$ cat config.mk
export PLATFORM = sky130hd
export DESIGN_NAME = m216a_dsm_decimator
export DESIGN_NICKNAME = d
export VERILOG_FILES = /design/src/rtl/m216a_dsm_pkg.sv /design/src/rtl/m216a_dec_window_cnt.sv /design/src/rtl/m216a_dsm_decimator.sv
export SDC_FILE = /design/constraint.sdc
export NUM_CORES = 1
export LEC_CHECK = 0
export ABC_AREA = 1
export CORE_MARGIN = 2
export CORE_UTILIZATION = 55
export DETAILED_ROUTE_END_ITERATION = 7
export PLACE_DENSITY = 0.77
export SYNTH_ARGS = -nofsm -noshare
export SYNTH_HDL_FRONTEND = slang
export SYNTH_SLANG_ARGS = --single-unit
$ cat constraint.sdc
create_clock -name clk -period 2.1 [get_ports clk]
set_input_delay 0.42 -clock clk [delete_from_list [all_inputs] [get_ports clk]]
set_output_delay 0.42 -clock clk [all_outputs]
set_load 0.1 [all_outputs]
$ cat src/rtl/m216a_dsm_pkg.sv
// m216a_dsm_pkg
//   Definitions shared by the MASH 1-1-1 decimator and M216A_TopModule.
//   DSM_OUT_W      : width of one modulator output sample
//   FRAC_W         : width of the fractional part of the decimated mean
//   LOG2_N_DEFAULT : default log2 of the averaging window length
//   dec_state_t    : decimator control FSM states (WARMUP, RUN)
package m216a_dsm_pkg;

  localparam int unsigned DSM_OUT_W      = 4;
  localparam int unsigned FRAC_W         = 16;
  localparam int unsigned LOG2_N_DEFAULT = 16;

  typedef enum logic {
    WARMUP = 1'b0,
    RUN    = 1'b1
  } dec_state_t;

endpackage : m216a_dsm_pkg

$ cat src/rtl/m216a_dec_window_cnt.sv
// m216a_dec_window_cnt
//   Counts accepted samples of one averaging window (0..2^LOG2_N-1).
//   Parameters:
//     LOG2_N : log2 of the window length
//   Ports:
//     clk  : clock, rising edge
//     rst  : synchronous active-high reset, counter to 0
//     clr  : synchronous window restart, counter to 0 (wins over inc)
//     inc  : one sample accepted this cycle
//     last : high when the sample accepted this cycle completes the window
module m216a_dec_window_cnt
  import m216a_dsm_pkg::*;
#(
  parameter int unsigned LOG2_N = LOG2_N_DEFAULT
) (
  input  logic clk,
  input  logic rst,
  input  logic clr,
  input  logic inc,
  output logic last
);

  logic [LOG2_N-1:0] count;

  // The counter wraps from N-1 to 0 by natural overflow, so the next window
  // starts on the very next accepted sample.
  always_ff @(posedge clk) begin
    if (rst || clr) begin
      count <= '0;
    end else if (inc) begin
      count <= count + 1'b1;
    end
  end

  assign last = inc && (count == '1);

endmodule : m216a_dec_window_cnt

$ cat src/rtl/m216a_dsm_decimator.sv
// m216a_dsm_decimator
//   Boxcar decimator for a MASH 1-1-1 modulator output: averages N = 2^LOG2_N
//   accepted samples and presents the mean as integer + 16-bit fraction.
//   Parameters:
//     LOG2_N    : log2 of the window length, legal 4..16
//   Ports:
//     clk       : clock, rising edge
//     rst       : synchronous active-high reset (priority over clr/din_valid)
//     din       : 4-bit unsigned modulator sample
//     din_valid : din accepted this cycle
//     clr       : synchronous window restart, discards any sample this cycle
//     avg_i     : integer part of the window mean
//     avg_f     : fractional part of the window mean, units of 1/65536
//     avg_valid : one-cycle pulse marking new avg_i/avg_f
//   Build option:
//     M216A_DEC_WARMUP_EN : when defined, the first completed window after
//                           reset is discarded to flush modulator pipeline fill
module m216a_dsm_decimator
  import m216a_dsm_pkg::*;
#(
  parameter int unsigned LOG2_N = LOG2_N_DEFAULT
) (
  input  logic                 clk,
  input  logic                 rst,
  input  logic [DSM_OUT_W-1:0] din,
  input  logic                 din_valid,
  input  logic                 clr,
  output logic [DSM_OUT_W-1:0] avg_i,
  output logic [FRAC_W-1:0]    avg_f,
  output logic                 avg_valid
);

  localparam int unsigned SUM_W = DSM_OUT_W + LOG2_N;

  dec_state_t       state;
  logic [SUM_W-1:0] sum;
  logic [SUM_W-1:0] sum_acc;
  logic [FRAC_W-1:0] frac_aligned;
  logic             accept;
  logic             last;
  logic             publish;

  // clr drops the sample presented with it, so it never reaches the counter.
  assign accept = din_valid && !clr;

  m216a_dec_window_cnt #(
    .LOG2_N (LOG2_N)
  ) u_window_cnt (
    .clk  (clk),
    .rst  (rst),
    .clr  (clr),
    .inc  (accept),
    .last (last)
  );

  // Sum including the current sample; 15*N < 16*N so SUM_W never overflows.
  assign sum_acc = sum + SUM_W'(din);

  // Left-align the LOG2_N fraction bits into FRAC_W with zero fill.
  always_comb begin
    frac_aligned = '0;
    frac_aligned = FRAC_W'(sum_acc[LOG2_N-1:0]) << (FRAC_W - LOG2_N);
  end

`ifdef M216A_DEC_WARMUP_EN
  assign publish = (state == RUN);
`else
  assign publish = (state == RUN) || (state == WARMUP);
`endif

  always_ff @(posedge clk) begin
    if (rst) begin
      sum       <= '0;
      avg_i     <= '0;
      avg_f     <= '0;
      avg_valid <= 1'b0;
      state     <= WARMUP;
    end else begin
      avg_valid <= 1'b0;
      if (clr) begin
        sum <= '0;
      end else if (din_valid) begin
        if (last) begin
          sum   <= '0;
          state <= RUN;
          if (publish) begin
            avg_i     <= sum_acc[SUM_W-1:LOG2_N];
            avg_f     <= frac_aligned;
            avg_valid <= 1'b1;
          end
        end else begin
          sum <= sum_acc;
        end
      end
    end
  end

endmodule : m216a_dsm_decimator

; ---- Word level (Yosys, flattened, before mapping)
; Index checks and enable logic that the tools add are counted.
[op_classes]
add_sub_neg = 2
eq_ne = 1
reduce_logical = 7
bitwise = 2
muxes = 2
[op_table]
columns = op, n
row1 = $add A20 B4 Y20, 1
row2 = $mux W20, 1
row3 = $add A16 B1 Y16 const B, 1
row4 = $eq A16 B16 Y1 const B, 1
row5 = $reduce_and A3 Y1, 1
row6 = $reduce_or A3 Y1, 1
row7 = $logic_and A1 B1 Y1, 2
row8 = $not A1 Y1, 2
row9 = $reduce_or A2 Y1, 1
row10 = $logic_not A1 Y1, 1
row11 = $logic_or A1 B1 Y1, 1
row12 = $mux W1, 1
[word_totals]
reg_bits = 57
input_bits = 8
output_inout_bits = 21

; ---- Longest topological paths before layout
[logic_depth]
ltp_word = 4
ltp_mapped = 11
depth_no_buf = 11

; ---- By module
; A second synthesis with hierarchy kept.
[unflattened]
hier_cells = 441
area_unflattened_um2 = 2989.1
[modules_own_cells]
columns = mod, cells_per_inst, n_inst, seq_area_each_um2, area_per_inst_um2
row1 = m216a_dsm_decimator, 306, 1, 820.8, 2115.8
row2 = m216a_dec_window_cnt, 135, 1, 320.3, 873.3

; ---- Worst setup path after synthesis
; OpenSTA, ideal clock, no wires.
[synth_path]
path_type = input to register
from = input port din[0]
to = register avg_f[12]
slack_ps = 290
arrival_ps = 1691
cell_stages = 11
path_cell_list = ha_1 > inv_1 > fa_1 > nor2_1 > nor2_2 > inv_1 > nand2_1 > o21ai_0 > nand2_1 > nor2_1 > nor2_1
[synth_between]
elab_chain_cells = 1
[synth_lines]
columns = item, line_no
row1 = from (decl), m216a_dsm_decimator.sv:25  ; input logic [DSM_OUT_W-1:0] din,
row2 = $add A20 B4 Y20, m216a_dsm_decimator.sv:57  ; assign sum_acc = sum + SUM_W'(din);
row3 = to (signal assigned), m216a_dsm_decimator.sv:88  ; avg_f <= frac_aligned;
row4 = to (decl), m216a_dsm_decimator.sv:29  ; output logic [FRAC_W-1:0] avg_f,
; No other way between the ends.
; A chain may end at the register's enable or synchronous reset.

; ---- Worst setup path after layout
[layout_path]
from = input port din[0]
to = register sum[6]
[layout_between]
elab_chain_cells = 2
[layout_lines]
columns = item, line_no
row1 = $add A20 B4 Y20, m216a_dsm_decimator.sv:57
row2 = $mux W20, m216a_dsm_decimator.sv:83  ; if (last) begin
row3 = to (signal assigned), m216a_dsm_decimator.sv:92  ; sum <= sum_acc;
row4 = to (decl), m216a_dsm_decimator.sv:36  ; logic [SUM_W-1:0] sum;
; No other way between the ends.

==> results.yml <==
power:
  p_clk_frac: 0.455
  p_sw_frac: 0.231
  powerDensity_nw_per_um2: 646
  total_power_w: 0.00223
  irDropWorstVdd_v: 0.000537
  power.leakage_nw: 1.50
  power_frac_comb: 0.057
  pwr-share-seq: 0.488
  internal_power_w: 0.00172
  switchingPower_w: 0.000517
sta:
  slew_headroom: 0.736
  rsz0062_at_grt: "true"
  max_slew.worst_pin.slew_ns: 0.395
  finalHoldViolations: 0
  final.setup_skew_ns: 0.00741
  min_period_ns: 2.01
  finalSetupTns_ns: 0
  fmax_ghz: 0.498
  period_share: 0.956
  setup_viol: 0
  slew_violations: 0
setup_path:
  crit_fanout: 4
  startpoint_type: "input pin"
  cp_num_buf_inv: 2
  critPathCaptureType: "flip-flop"
  worstPathArrival_ns: 2.28
  crit_cells: 10
  cpPeakStageDelay_ns: 0.46
  crit_chain: "clkdlybuf4s50_1 -> ha_2 -> inv_1 -> fa_2 -> nor2_2 -> nor2_2 -> nor2_2 -> xor2_1 -> nand2_1 -> a21oi_1"
  reg2reg_depth: 9
  slowest_stage: "clkdlybuf4s50_1"
  cp_top_family: "adder cells"
  crit_type: "in2reg"
  cp_common_cell: "nor2_2"
  required_ns: 2.38
clock_tree:
  path_clk_slew_ns: 0.07
  cts_root_buf: "clkbuf_8"
  cts_sinks: 57
  cts_tree: "built"
  clockBufferDepth: 2
  clock_latency_ns: 0.34
  htreeDepth: 3
  numCtsBuffers: 9
floorplan:
  die_y_um: 76.2
  rows: 26
  core_sq_um: 5070
  dieArea_sq_um: 5810
  die_w_um: 76.2
  ios: 29
  start_util: 0.565
job:
  drv_cap: 0
global_route:
  grt_pass1_vias: 2691
  overflow: 0
  grt_usage: 0.260
  grt_max_degree: 21
  antenna_found_initial: 0
  grt_pass1_wl_um: 12100
logic_synthesis:
  synth_top_area_cell: "dfxtp_1"
  synth_area_per_cell_sq_um: 6.80
  synth_area_leaders: "dfxtp_1 (40%), nand2_1 (15%), nor2_1 (9.2%)"
  synthArstFlopShare: 0
  synth_edf_count: 0
  yosys.cell_types.count: 31
  yosysWarnings: 0
  synthTopCellsByCount: "nand2_1 (112), nor2_1 (70), dfxtp_1 (57)"
  dominantRegCellSynth: "dfxtp_1"
  synth_nets: 436
  synth_area_sq_um: 2870
  syn_inst: 422
  ys_ff_latch: 57
  yosysMostFrequentCell: "nand2_1"
  synth_top_cell_area_share: 0.398
  ys_seq_area_frac: 0.398
detailed_routing:
  wl_per_cell_um: 12.7
  routed_wl_um: 6890
  drtPass1Iterations: 4
  drt.antenna.violating_nets: 0
  via_per_inst: 5.18
  remaining_drc_errors: 0
  drt_iter0_drc: 218
  num_vias: 2805
status:
  outcome: "finished clean"
finish:
  drive_gt1_frac: 0.155
  nNetsFinal: 481
  area.sequential_sq_um: 1140
  num_antenna_cells: 0
  final_cells: 542
  multi_input_area_sq_um: 1500
  nFillCells: 470
  final_area_sq_um: 3460
  area_growth_pct: 20.6
place:
  io_buffers: 28
  detailed_place_hpwl_um: 4990
  dpl-instance-area_sq_um: 3250
  globalplace.congestion: 0.855
  dpl.cell_count: 526
worst_hold_path:
  holdPathStages: 2
  hold_path.class: "reg2reg"
## worst min-delay path, delay by kind of cell, from the launching register on
| family | cells | cell delay [ns] |
|---|---|---|
| DFF | 1 | 0.31 |
| AOI/OAI and AO/OA | 1 | 0.05 |
| buffers and inverters | 1 | 0.05 |
## path summary, 6_finish.rpt
| path | start | slack, ns | end |
|---|---|---|---|
| setup / recovery | din[0] | 0.09 | sum[6]$_SDFFE_PP0P_ |
| hold / removal | u_window_cnt.count[13]$_SDFFE_PP0P_ | 0.45 | u_window_cnt.count[13]$_SDFFE_PP0P_ |
| setup reg to reg | u_window_cnt.count[0]$_SDFFE_PP0P_ | 0.27 | sum[10]$_SDFFE_PP0P_ |
| hold reg to reg | u_window_cnt.count[13]$_SDFFE_PP0P_ | 0.45 | u_window_cnt.count[13]$_SDFFE_PP0P_ |
## cell families (layout without fill, tap and decap cells)
| group | Yosys count | in the layout | share of synthesized area |
|---|---|---|---|
| flops | 57 | 57 | 0.398 |
| compound gates | 56 | 56 | 0.0999 |
| fa+ha+maj | 6 | 6 | 0.0288 |
| xor+xnor | 12 | 12 | 0.0367 |
| simple gates | 233 | 233 | 0.353 |
| buf+inv | 58 | 108 | 0.0838 |
## stage by stage
| step | worst slack, ns | util | hold WS [ns] |
|---|---|---|---|
| 6_report | 0.0920 | 0.681 | 0.450 |
| 5_1_grt | -0.0332 | 0.681 | 0.479 |
| 4_1_cts | 0.0745 | 0.679 | 0.452 |
| 3_5_place_dp | -0.281 | 0.641 | 0.441 |
| 3_3_place_gp | -0.254 | 0.641 | 0.434 |
| 2_1_floorplan | 0.290 | - | 0.428 |
## placed cells by master, fill, tap and decap left out
cell type	synthesis	layout
nand2_1	112	112
nor2_1	70	69
dfxtp_1	57	57
inv_1	43	43
buf_4	3	40
a21oi_1	26	26
o21ai_0	22	21
nand3_1	20	20
clkbuf_8	0	10
nor2_2	7	8
xor2_1	9	8
clkdlybuf4s50_1	0	7
o21ai_1	5	6
nand3b_1	5	5
nor3_1	4	4
nand4_1	4	4
ha_1	5	4
xnor2_1	3	3
clkbuf_1	6	3
inv_2	2	2
nor2_4	2	2
and2_1	2	2
a211oi_1	2	2
nor3b_1	2	2
clkinv_2	0	2
nand2_2	1	1
nand3b_2	1	1
nand4_2	1	1
nor3b_2	1	1
xor2_2	0	1
nand3_2	1	1
a31oi_1	1	1
fa_2	0	1
ha_2	0	1
bufinv_16	0	1
## power by group through the flow
| stage | clock network, W | registers [W] | logic, W |
|---|---|---|---|
| global placement | 0 | 0.00111 | 0.000123 |
| CTS | 0.00103 | 0.00109 | 0.000125 |
| floorplan | 0 | 0.00111 | 0.0000713 |
| global route | 0.00108 | 0.00109 | 0.000142 |
| finish | 0.00102 | 0.00109 | 0.000127 |
| detailed placement | 0 | 0.00111 | 0.000125 |
## cell type report
type	instances	share of cell area
Inverter	45	0.0488
Multi-Input combinational cell	307	0.434
Clock inverter	3	0.0116
Sequential cell	57	0.330
Clock buffer	13	0.0431
Tap cell	70	0.0253
Timing Repair Buffer	47	0.107
## what timing repair did
| item | CTS | global route |
|---|---|---|
| hold endpoints to repair | 0 | 0 |
| buffers inserted | 0 | 0 |
| hold buffers | 0 | 0 |
| gates resized for setup | 0 | 5 |
| endpoints found under the setup margin | 0 | 14 |
## sequential cells by signal, summed over array words and instances, names as in the netlist
register	count
avg_f	16
sum	20
u_window_cnt.count	16
avg_i	4
avg_valid	1
## per-layer routing
metal / vias up / routed length (um) / track usage
li1: 1421 / - / -
met1: 1303 / 3140 / 0.345
met2: 69 / 3240 / 0.402
met3: 12 / 364 / 0.0438
met4: 0 / 150 / 0.147
met5: - / 0 / 0
(Power assumes the default switching activity.)
